<file path="src/rtl/rpc_reg_init_master.sv">
// rpc_reg_init_master: boot-time register initialisation sequencer.
// After a start pulse it issues NumWrites register writes over a simple
// valid/ready register bus, then polls a status register until
// (rdata & PollMask) == PollValue or MaxPolls polls have been spent.
//
// Ports
//   clk_i, rst_ni     clock, asynchronous active-low reset
//   start_i           start pulse (accepted only in IDLE/DONE/FAIL)
//   busy_o            sequence running (WR, GAP, RD)
//   done_o            sequence completed OK (sticky until next start)
//   error_o           sequence failed (sticky until next start)
//   err_idx_o         failing transaction: write index, or NumWrites for poll
//   reg_addr_o ... reg_valid_o   request to the register bus (registered)
//   reg_rdata_i, reg_ready_i, reg_error_i  response from the register bus
module rpc_reg_init_master #(
  parameter int unsigned NumWrites  = 4,
  parameter logic [47:0] BaseAddr   = 48'h0,
  parameter logic [47:0] WrOffset [NumWrites] = '{48'h0, 48'h4, 48'h8, 48'hC},
  parameter logic [31:0] WrData   [NumWrites] = '{default: 32'h0},
  parameter logic [47:0] PollOffset = 48'h10,
  parameter logic [31:0] PollMask   = 32'h1,
  parameter logic [31:0] PollValue  = 32'h1,
  parameter int unsigned PollGap    = 8,
  parameter int unsigned MaxPolls   = 16
) (
  input  logic        clk_i,
  input  logic        rst_ni,
  input  logic        start_i,
  output logic        busy_o,
  output logic        done_o,
  output logic        error_o,
  output logic [4:0]  err_idx_o,
  output logic [47:0] reg_addr_o,
  output logic        reg_write_o,
  output logic [31:0] reg_wdata_o,
  output logic [3:0]  reg_wstrb_o,
  output logic        reg_valid_o,
  input  logic [31:0] reg_rdata_i,
  input  logic        reg_ready_i,
  input  logic        reg_error_i
);

  localparam int unsigned IdxW  = (NumWrites > 1) ? $clog2(NumWrites) : 1;
  localparam int unsigned PollW = $clog2(MaxPolls + 1);
  localparam int unsigned GapW  = (PollGap > 1) ? $clog2(PollGap) : 1;

  typedef enum logic [2:0] {
    IDLE = 3'd0,
    WR   = 3'd1,
    GAP  = 3'd2,
    RD   = 3'd3,
    DONE = 3'd4,
    FAIL = 3'd5
  } state_e;

  state_e            state_q, state_d;
  logic [IdxW-1:0]   idx_q, idx_d;
  logic [PollW-1:0]  poll_q, poll_d;
  logic [PollW-1:0]  poll_inc;
  logic [GapW-1:0]   gap_q, gap_d;

  logic        done_d, error_d, busy_d;
  logic [4:0]  err_idx_d;
  logic [47:0] addr_d;
  logic        write_d;
  logic [31:0] wdata_d;
  logic [3:0]  wstrb_d;
  logic        valid_d;

  logic        hs;
  logic        poll_match;

  // Request outputs are registered, so the handshake is seen on the flop copy.
  assign hs         = reg_valid_o && reg_ready_i;
  assign poll_match = ((reg_rdata_i & PollMask) == PollValue);
  assign poll_inc   = poll_q + PollW'(1);

  // State register and all registered outputs.
  always_ff @(posedge clk_i or negedge rst_ni) begin
    if (!rst_ni) begin
      state_q     <= IDLE;
      idx_q       <= '0;
      poll_q      <= '0;
      gap_q       <= '0;
      busy_o      <= 1'b0;
      done_o      <= 1'b0;
      error_o     <= 1'b0;
      err_idx_o   <= '0;
      reg_addr_o  <= '0;
      reg_write_o <= 1'b0;
      reg_wdata_o <= '0;
      reg_wstrb_o <= '0;
      reg_valid_o <= 1'b0;
    end else begin
      state_q     <= state_d;
      idx_q       <= idx_d;
      poll_q      <= poll_d;
      gap_q       <= gap_d;
      busy_o      <= busy_d;
      done_o      <= done_d;
      error_o     <= error_d;
      err_idx_o   <= err_idx_d;
      reg_addr_o  <= addr_d;
      reg_write_o <= write_d;
      reg_wdata_o <= wdata_d;
      reg_wstrb_o <= wstrb_d;
      reg_valid_o <= valid_d;
    end
  end

  // Next-state logic; outputs are decoded from the next state so that the
  // registered bus fields always correspond to the state being entered.
  always_comb begin
    state_d   = state_q;
    idx_d     = idx_q;
    poll_d    = poll_q;
    gap_d     = gap_q;
    done_d    = done_o;
    error_d   = error_o;
    err_idx_d = err_idx_o;
    busy_d    = 1'b0;
    valid_d   = 1'b0;
    write_d   = 1'b0;
    addr_d    = '0;
    wdata_d   = '0;
    wstrb_d   = '0;

    unique case (state_q)
      IDLE, DONE, FAIL: begin
        if (start_i) begin
          state_d   = WR;
          idx_d     = '0;
          poll_d    = '0;
          gap_d     = '0;
          done_d    = 1'b0;
          error_d   = 1'b0;
          err_idx_d = '0;
        end
      end

      WR: begin
        if (hs) begin
          if (reg_error_i) begin
            state_d   = FAIL;
            error_d   = 1'b1;
            err_idx_d = 5'(idx_q);
          end else if (idx_q == IdxW'(NumWrites - 1)) begin
            state_d = RD;
          end else begin
            idx_d = idx_q + IdxW'(1);
          end
        end
      end

      GAP: begin
        if (gap_q == GapW'(PollGap - 1)) begin
          state_d = RD;
          gap_d   = '0;
        end else begin
          gap_d = gap_q + GapW'(1);
        end
      end

      RD: begin
        if (hs) begin
          poll_d = poll_inc;
          // A bus error wins over a matching status value.
          if (reg_error_i) begin
            state_d   = FAIL;
            error_d   = 1'b1;
            err_idx_d = 5'(NumWrites);
          end else if (poll_match) begin
            state_d = DONE;
            done_d  = 1'b1;
          end else if (poll_inc < PollW'(MaxPolls)) begin
            state_d = GAP;
            gap_d   = '0;
          end else begin
            state_d   = FAIL;
            error_d   = 1'b1;
            err_idx_d = 5'(NumWrites);
          end
        end
      end

      default: begin
        state_d = IDLE;
      end
    endcase

    // Bus request for the state being entered; all fields zero when idle.
    unique case (state_d)
      WR: begin
        busy_d  = 1'b1;
        valid_d = 1'b1;
        write_d = 1'b1;
        addr_d  = BaseAddr + WrOffset[idx_d];
        wdata_d = WrData[idx_d];
        wstrb_d = 4'hF;
      end
      RD: begin
        busy_d  = 1'b1;
        valid_d = 1'b1;
        addr_d  = BaseAddr + PollOffset;
      end
      GAP: begin
        busy_d = 1'b1;
      end
      default: begin
        busy_d = 1'b0;
      end
    endcase
  end

endmodule

</file>
<file path="config.mk">
export PLATFORM = sky130hd
export DESIGN_NAME = rpc_reg_init_master
export DESIGN_NICKNAME = d
export VERILOG_FILES = /design/src/rtl/rpc_reg_init_master.sv
export SDC_FILE = /design/constraint.sdc
export NUM_CORES = 1
export LEC_CHECK = 0
export CAP_MARGIN = 20
export CELL_PAD_IN_SITES_DETAIL_PLACEMENT = 1
export CELL_PAD_IN_SITES_GLOBAL_PLACEMENT = 1
export CORE_MARGIN = 5
export CORE_UTILIZATION = 23
export CTS_BUF_LIST = sky130_fd_sc_hd__clkbuf_4
export DETAILED_ROUTE_END_ITERATION = 12
export PLACE_DENSITY = 0.76
export REMOVE_ABC_BUFFERS = 1
export SKIP_LAST_GASP = 1
export SYNTH_ARGS = -nofsm -noshare
export SYNTH_HDL_FRONTEND = slang
export SYNTH_SLANG_ARGS = --single-unit
</file>
<file path="constraint.sdc">
create_clock -name clk_i -period 2 [get_ports clk_i]
set_input_delay 0.3 -clock clk_i [delete_from_list [all_inputs] [get_ports clk_i]]
set_output_delay 0.3 -clock clk_i [all_outputs]
set_load 0.05 [all_outputs]
</file>
# After elaboration in Yosys (flattened, before gate mapping)
# Cells that the tools add are included.
# Widths: inputs -> output; s select.
[word_totals]
regBits = 107
latchBits = 0
ram_bits = 0
romBits = 0
output_inout_bits = 94
word_cells = 107
n_memories = 0
[classes]
add_sub_neg = 3
mul = 0
div_mod_pow = 0
order_cmp = 2
n_eq_ne = 20
shift = 0
n_mux = 56
bitwise = 1
reduce_logical = 12
[op_table]
columns = ["cell", "count"]
rows = [
  ["$bmux 48 s2", 1],
  ["$mux 32", 3],
  ["$mux 48", 2],
  ["$pmux 48 s2", 1],
  ["$bmux 32 s2", 1],
  ["$mux 3", 15],
  ["$mux 5", 8],
  ["$ne 2x2->1 const B", 8],
  ["$pmux 5 s3", 1],
  ["$mux 1", 13],
  ["$eq 3x2->1 const B", 4],
  ["$pmux 3 s4", 1],
  ["$pmux 5 s2", 1],
  ["$eq 3x3->1 const B", 3],
  ["$pmux 3 s3", 1],
  ["$mux 2", 4],
  ["$reduce_and 7->1", 1],
  ["$eq 3x1->1 const B", 2],
  ["$ne 3x3->1 const B", 2],
  ["$reduce_and 6->1", 1],
  ["$reduce_bool 3->1", 2],
  ["$reduce_or 3->1", 2],
  ["$add 5x1->5 const B", 1],
  ["$lt 5x5->1 const B", 1],
  ["other kinds (15)", 15],
]

# Longest topological paths before layout
# Gate-level depths: netlist of run 1.
[depth]
word_depth = 10
ltp_mapped = 6
mapped_depth_nobuf = 6

# Worst setup path before layout of run 1
# No wires, ideal clock.
[synth_path]
path_kind = "register -> register"
startpoint = "register poll_q[0]"
endpoint = "register busy_o"
setup_time_ns = 0.145
t_arrival_ns = 1.737
setup_slack_ns = 0.118
path_stages_with_launch = 6
n_path_buf = 0
period_less_slack_ns = 1.882
path_cell_list = "dfrtp_1 > ha_1 > and3_4 > mux2_4 > a2111oi_4 > a21oi_1"
[synth_between]
elab_chain_cells = 10
word_cells_on_any_way = 12
classes_between = "add/sub (1); order compare (1); eq/ne (3); mux (6); reduce/logical (1)"
[synth_lines]
columns = ["element", "line_no", "text"]
rows = [
  ["start: declaration", "58", "logic [PollW-1:0] poll_q, poll_d;"],
  ["start signal: assignment", "97", "poll_q <= poll_d;"],
  ["$add 5x1->5 *", "76", "assign poll_inc = poll_q + PollW'(1);"],
  ["$lt 5x5->1 *", "175", "end else if (poll_inc < PollW'(MaxPolls)) begin"],
  ["$mux 3 *", "175", ""],
  ["$mux 3 *", "172", "end else if (poll_match) begin"],
  ["$mux 3 *", "168", "if (reg_error_i) begin"],
  ["$mux 3 *", "165", "if (hs) begin"],
  ["$pmux 3 s4 *", "128", "unique case (state_q)"],
  ["$eq 3x2->1 / $eq 3x1->1 (equally long branches)", "192", "unique case (state_d)"],
  ["$reduce_or 3->1 (no source line) *", "-", ""],
  ["$mux 1 *", "192", ""],
  ["via busy_d", "62", "logic done_d, error_d, busy_d;"],
  ["end signal: assignment", "99", "busy_o <= busy_d;"],
  ["end: declaration", "29", "output logic busy_o,"],
]
# The timed path passes the listed nets; every way through them passes the cells marked *.
# A chain may end at the register's enable or synchronous reset.

# Final worst setup path of run 1
[layout_path]
startpoint = "register poll_q[1]"
endpoint = "register reg_addr_o[3]"
[layout_between]
elab_chain_cells = 9
word_cells_on_any_way = 10
classes_between = "add/sub (1); order compare (1); eq/ne (2); mux (6)"
[layout_lines]
columns = ["element", "line_no", "text"]
rows = [
  ["$add 5x1->5 *", "76", ""],
  ["$lt 5x5->1 *", "175", ""],
  ["$mux 3 *", "175", ""],
  ["$mux 3 *", "172", ""],
  ["$mux 3 *", "168", ""],
  ["$mux 3 *", "165", ""],
  ["$pmux 3 s4 *", "128", ""],
  ["via state_d[1]", "56", "state_e state_q, state_d;"],
  ["$eq 3x2->1 / $eq 3x1->1 (equally long branches)", "192", ""],
  ["$pmux 48 s2 *", "192", ""],
  ["via addr_d[3]", "64", "logic [47:0] addr_d;"],
  ["end signal: assignment", "103", "reg_addr_o <= addr_d;"],
  ["end: declaration", "33", "output logic [47:0] reg_addr_o,"],
]
# Marks and branches as above.

==> impl_metrics.env, run 1 <==
export IMPL_power_density_mw_per_mm2=1330
export IMPL_rr_worst_depth=6
export IMPL_hold_class="in2async"
export IMPL_vdd_drop_max_v=0.000709
export IMPL_crit_required_ns=2.24
export IMPL_rrSetupSlack_ns=0.06
export IMPL_dp_hpwl_um=3390
export IMPL_ctsRootBufferMaster="clkbuf_4"
export IMPL_avgRoutedWirePerCell_um=12.2
export IMPL_cts_hold_buf=0
export IMPL_grt_use_met3_pct=1.37
export IMPL_stdcell_count=350
export IMPL_timing_final_crit_share_pct=96.8
export IMPL_async_flop_share_pct=100
export IMPL_gp_congestion=0.833
export IMPL_io_pins=131
export IMPL_clk_latency_ns=0.32
export IMPL_seq_area_frac_synth_pct=30.8
export IMPL_dieWidth_um=102
export IMPL_yosys_top_cells_count="buf_4 (84), dfrtp_1 (24), a21oi_1 (11), nand2_1 (11), nor2_1 (10)"
export IMPL_syn_inst=213
export IMPL_r2r_end="reg_addr_o[3]$_DFF_PN0_"
export IMPL_synth_area_leaders="buf_4 (32%), dfrtp_1 (31%), a21oi_1 (2.8%)"
export IMPL_fin_nets=286
export IMPL_dieArea_mm2=0.0104
export IMPL_core_mm2=0.00822
export IMPL_whs_ns=0.315
export IMPL_arrival_ns=2.17
export IMPL_cp_max_fo=4
export IMPL_ys_seq_elements=24
export IMPL_dp_cells=342
export IMPL_seq_power_share_pct=28.0
export IMPL_grtUsageMet1_pct=10.5
export IMPL_start_util_pct=23.7
export IMPL_worst_pin_slew_ns=0.527
export IMPL_grt_usage_pct=7.88
export IMPL_setup_viol=0
export IMPL_p_switching_mw=1.52
export IMPL_clkPwrFrac_pct=8.1
export IMPL_drive_gt1_share_pct=15.1
export IMPL_drt_pass1_iterations=4
export IMPL_drt_iter0_drc=37
export IMPL_avgSynthCellArea_um2=9.14
export IMPL_drv_cap=0
export IMPL_status="finished clean"
export IMPL_clockBufferDepth=2
export IMPL_worst_setup_path_type="reg2reg"
export IMPL_grt_overflow=0
export IMPL_yosysWarnings=0
export IMPL_netSwitchingFraction_pct=53.7
export IMPL_wirelength_um=4280
export IMPL_fmax_ghz=0.517
export IMPL_multiInputGateArea_um2=993
export IMPL_clkTransAtPathRegs_ns=0.14
export IMPL_relSlewSlack_pct=64.8
export IMPL_synth_flop_cell="dfrtp_1"
export IMPL_synth_edf_count=0
export IMPL_htreeDepth=1
export IMPL_cts_tree="done"
export IMPL_rsz0062_at_grt="yes"
export IMPL_synth_area_leader_cell="buf_4"
export IMPL_total_leakage_power_nw=1.01
export IMPL_ant_nets=0
export IMPL_grt_pass1_vias=1334
export IMPL_io_buffers=20
export IMPL_clock_sinks=24
export IMPL_drc_errors=0
export IMPL_vias=1364
export IMPL_syn_area_mm2=0.00195
export IMPL_viasPerCell=3.90
export IMPL_num_antenna_cells=0
export IMPL_fillers=967
export IMPL_grt_max_degree=25
export IMPL_setup_worst_path_end_class="register"
export IMPL_use_met2_pct=13.1
export IMPL_fin_skew_ns=0.00870
export IMPL_grt_pass1_wl_um=6650
export IMPL_cts_buffers=3
export IMPL_area_growth_pct=9.13
export IMPL_grt_antenna_before_repair=0
export IMPL_yosysUniqueCellTypes=45
export IMPL_final_max_slew_viol_count=0
export IMPL_critPathLaunchType="register"
export IMPL_p_int_mw=1.31
export IMPL_die_h_um=102
export IMPL_busiest_layer="met2"
export IMPL_comb_power_share_pct=64.0
export IMPL_regArea_um2=601
export IMPL_row_count=33
export IMPL_yosysMostFrequentCell="buf_4"
export IMPL_hold_viol_final=0
export IMPL_synth_top_cell_area_share_pct=32.4
export IMPL_regToRegStartpoint="poll_q[1]$_DFFE_PN0P_"
export IMPL_fin_crit_ns=1.94
-- cell families after synthesis --
group | after synthesis | share of synthesized area, %
compound gates | 39 | 15.7
other cells | 1 | 0.193
xor+xnor | 1 | 0.450
flops | 24 | 30.8
mux | 3 | 2.06
simple gates | 46 | 14.0
buf+inv | 96 | 34.8
fa+ha+maj | 3 | 1.93
-- worst max-delay path by stage --
| stage | start | end | slack (ns) | cells after the start |
|---|---|---|---|---|
| 2_1_floorplan | reg_wstrb_o[2]$_DFF_PN0_ | reg_write_o | -0.08 | 0 |
| 3_3_place_gp | reg_rdata_i[0] | busy_o$_DFF_PN0_ | -0.006 | 6 |
| 3_5_place_dp | reg_rdata_i[0] | reg_addr_o[2]$_DFF_PN0_ | -0.04 | 6 |
| 4_1_cts | poll_q[0]$_DFFE_PN0P_ | reg_addr_o[2]$_DFF_PN0_ | 0.02 | 6 |
| 5_1_grt | poll_q[1]$_DFFE_PN0P_ | reg_addr_o[3]$_DFF_PN0_ | -0.01 | 6 |
| 6_report | poll_q[1]$_DFFE_PN0P_ | reg_addr_o[3]$_DFF_PN0_ | 0.06 | 6 |
-- registers in the layout, indices dropped and copies added (netlist names) --
name,flops
done_o,1
idx_q,2
poll_q,5
reg_wstrb_o,1
reg_addr_o,3
error_o,1
err_idx_o,3
gap_q,3
reg_valid_o,1
busy_o,1
state_q,3
-- layout make-up --
| class | count | area share [%] |
|---|---|---|
| Multi-Input combinational cell | 171 | 46.8 |
| Tap cell | 105 | 6.18 |
| Timing Repair Buffer | 40 | 16.5 |
| Clock buffer | 3 | 1.06 |
| Sequential cell | 24 | 28.3 |
| Inverter | 6 | 1.06 |
| Clock inverter | 1 | 0.177 |
-- metal layers --
metal	part of all wire (%)	vias to the layer above	wire [um]
li1	-	636	-
met1	43	665	1830
met2	50	61	2120
met3	7.0	2	299
met4	0.65	0	28
met5	0	-	0
-- what timing repair did --
item / CTS / global route
resized for setup: 0 / 6
pin swaps: 1 / 3
buffers inserted: 1 / 3
endpoints found under the setup margin: 1 / 9
-- through the flow --
stage / power (mW) / instance area, um^2 / TNS [ns] / worst slack (ns) / util (%)
after floorplan: 1.96 / 1580 / -0.382 / -0.0764 / -
after global placement: 2.48 / 2030 / -0.00820 / -0.00627 / 24.7
after detailed placement: 2.52 / 2030 / -0.0751 / -0.0428 / 24.7
after CTS: 2.77 / 2070 / 0 / 0.0154 / 25.2
after global routing: 3.00 / 2120 / -0.0192 / -0.0143 / 25.9
final: 2.83 / 2120 / 0 / 0.0641 / 25.9
-- layout by cell type (no fill, tap or decap), types with 5 or more instances in the layout --
cell type,n
inv_1,5
a21oi_1,11
dfrtp_1,24
o21ai_0,5
clkdlybuf4s50_1,18
nand2_1,11
conb_1,79
nor2_1,9
buf_4,21
-- critical path, cell delays in order, from the launching register on --
cell      delay [ns]
dfrtp_1         0.43
ha_4            0.18
and3_4          0.20
mux2_4          0.33
a221oi_4        0.31
inv_2           0.13
nor4b_4         0.27
-- power groups by stage --
stage	Clock (mW)	Sequential (mW)	Combinational [mW]
finish	0.228	0.792	1.81
global route	0.256	0.820	1.93
CTS	0.240	0.787	1.74
detailed placement	0	0.798	1.73
global placement	0	0.789	1.69
floorplan	0	1.18	0.781
(Power assumes the default switching activity.)
==> run 2: changes to the inputs <==
--- a/config.mk
+++ b/config.mk
@@ -5,12 +5,11 @@
 export SDC_FILE = /design/constraint.sdc
 export NUM_CORES = 1
 export LEC_CHECK = 0
-export CAP_MARGIN = 20
+export CAP_MARGIN = 25
 export CELL_PAD_IN_SITES_DETAIL_PLACEMENT = 1
 export CELL_PAD_IN_SITES_GLOBAL_PLACEMENT = 1
 export CORE_MARGIN = 5
 export CORE_UTILIZATION = 23
-export CTS_BUF_LIST = sky130_fd_sc_hd__clkbuf_4
 export DETAILED_ROUTE_END_ITERATION = 12
 export PLACE_DENSITY = 0.76
 export REMOVE_ABC_BUFFERS = 1
==> run 2 against run 1 <==
Clock power increased by 50%. Combinational power about the same. Highest routed layer unchanged. Sequential power about the same. Clock-buffer cell count increased by 1. Non-clock buffer count decreased by 1. Core utilization increased by 0.23 points. Total power increased by 3.8%. Setup slack improved by 0.023 ns. Critical path depth increased by 1. Final area increased by 0.88%. First-iteration DRC count increased by 22%.
==> impl_metrics.env, run 2 (synthesized netlist as in run 1, its figures left out) <==
export IMPL_viasPerCell=3.86
export IMPL_vdd_drop_max_v=0.000746
export IMPL_worst_setup_path_type="reg2reg"
export IMPL_fillers=969
export IMPL_ctsRootBufferMaster="clkbuf_8"
export IMPL_grt_pass1_wl_um=6640
export IMPL_fin_ws_ns=0.0866
export IMPL_setup_viol=0
export IMPL_arrival_ns=2.09
export IMPL_drt_met1_wl_um=1820
export IMPL_rsz0062_at_grt="no"
export IMPL_grt_max_degree=25
export IMPL_cp_max_fo=4
export IMPL_critPathTopFamily="flip-flops"
export IMPL_final_common_cell="conb_1"
export IMPL_ant_nets=0
export IMPL_row_count=33
export IMPL_most_common_layout_cells="conb_1 (79), dfrtp_1 (24), buf_4 (20)"
export IMPL_max_stage_delay_ns=0.42
export IMPL_grt_usage_pct=7.94
export IMPL_fmax_ghz=0.523
export IMPL_clkTransAtPathRegs_ns=0.09
export IMPL_final_util_pct=26.1
export IMPL_clk_latency_ns=0.27
export IMPL_fin_nets=285
export IMPL_dieArea_mm2=0.0104
export IMPL_drt_pass1_iterations=4
export IMPL_cts_buffers=3
export IMPL_post_dp_cell_area_mm2=0.00203
export IMPL_cp_slowest_cell="dfrtp_1"
export IMPL_grt_antenna_before_repair=0
export IMPL_relSlewSlack_pct=65.0
export IMPL_htreeDepth=1
export IMPL_avgRoutedWirePerCell_um=12.3
export IMPL_drv_cap=0
export IMPL_final_area_mm2=0.00214
export IMPL_core_mm2=0.00822
export IMPL_gp_congestion=0.833
export IMPL_crit_required_ns=2.18
export IMPL_num_antenna_cells=0
export IMPL_hold_viol_final=0
export IMPL_dieWidth_um=102
export IMPL_io_pins=131
export IMPL_dp_cells=342
export IMPL_drc_errors=0
export IMPL_dr_wl_met3_um=300
export IMPL_p_total_mw=2.94
export IMPL_clock_sinks=24
export IMPL_stdcell_count=349
export IMPL_wirelength_um=4280
export IMPL_vias=1348
export IMPL_fin_crit_ns=1.91
export IMPL_setup_tns_final_ns=0
export IMPL_timing_final_crit_share_pct=95.7
export IMPL_post_place_ws_ns=-0.0428
export IMPL_largest_reg_flops=5
export IMPL_clockBufferDepth=2
export IMPL_path_buf_inv=3
export IMPL_drt_iter0_drc=45
export IMPL_start_util_pct=23.7
export IMPL_crit_top_cell="buf_4"
export IMPL_status="finished clean"
export IMPL_cts_tree="done"
export IMPL_drive_gt1_share_pct=15.2
export IMPL_hold_class="in2async"
export IMPL_crit_chain="ha_4 -> and3_4 -> mux2_4 -> a221oi_4 -> inv_2 -> buf_4 -> buf_4"
export IMPL_critPathLaunchType="register"
export IMPL_whs_ns=0.380
export IMPL_worst_pin_slew_ns=0.523
export IMPL_topRoutingLayerUsed="met4"
export IMPL_cts_hold_buf=0
export IMPL_die_h_um=102
export IMPL_setup_worst_path_end_class="register"
export IMPL_final_max_slew_viol_count=0
export IMPL_power_density_mw_per_mm2=1370
export IMPL_fin_skew_ns=0.00279
export IMPL_grt_pass1_vias=1327
export IMPL_dp_hpwl_um=3390
export IMPL_total_leakage_power_nw=1.01
export IMPL_wl_met2_um=2100
export IMPL_grt_overflow=0
export IMPL_io_buffers=20
export IMPL_largest_register="poll_q"
export IMPL_area_growth_pct=10.1
run 2: changes by cell type in the layout (fill, tap and decap cells not counted), sizes merged:
cell           change
dlymetal6s2s       -1
clkinv             -1
buf                -1
clkdlybuf4s50      +1
clkbuf             +1
run 2: metal layers:
layer	global-route usage, %	up-vias
met3	1.57	5
met2	12.9	60
li1	-	632
met5	0	-
met1	10.5	651
met4	2.72	0
run 2: area by class of cell:
| cell class | count | area (um^2) | share of cell area (%) |
|---|---|---|---|
| Multi-Input combinational cell | 171 | 993 | 46.4 |
| Clock buffer | 4 | 55.1 | 2.57 |
| Sequential cell | 24 | 601 | 28.0 |
| Timing Repair Buffer | 39 | 340 | 15.9 |
| Inverter | 6 | 22.5 | 1.05 |
| Tap cell | 105 | 131 | 6.13 |
run 2: what timing repair did:
action | in CTS | in global routing
pin swaps | 1 | 4
resized for setup | 0 | 5
setup buffers | 0 | 3
setup endpoints to repair | 1 | 10
run 2: path summary, 6_finish.rpt:
path	start	end	slack, ns	cells after the start
worst min-delay path	rst_ni	busy_o$_DFF_PN0_	0.38	2
max in group asynchronous	rst_ni	poll_q[0]$_DFFE_PN0P_	1.38	2
worst max register to register	poll_q[1]$_DFFE_PN0P_	state_q[1]$_DFF_PN0_	0.09	7
worst max-delay path	poll_q[1]$_DFFE_PN0P_	state_q[1]$_DFF_PN0_	0.09	7
worst min register to register	error_o$_DFFE_PN0P_	error_o$_DFFE_PN0P_	0.53	1
min in group clk_i	error_o$_DFFE_PN0P_	error_o$_DFFE_PN0P_	0.53	1
run 2: report_power, final:
group | internal (mW) | total, mW | leakage [nW] | switching [mW]
registers | 0.636 | 0.795 | 0.305 | 0.159
clock network | 0.176 | 0.343 | 0.0288 | 0.167
logic | 0.598 | 1.80 | 0.677 | 1.21
total | 1.41 | 2.94 | 1.01 | 1.53
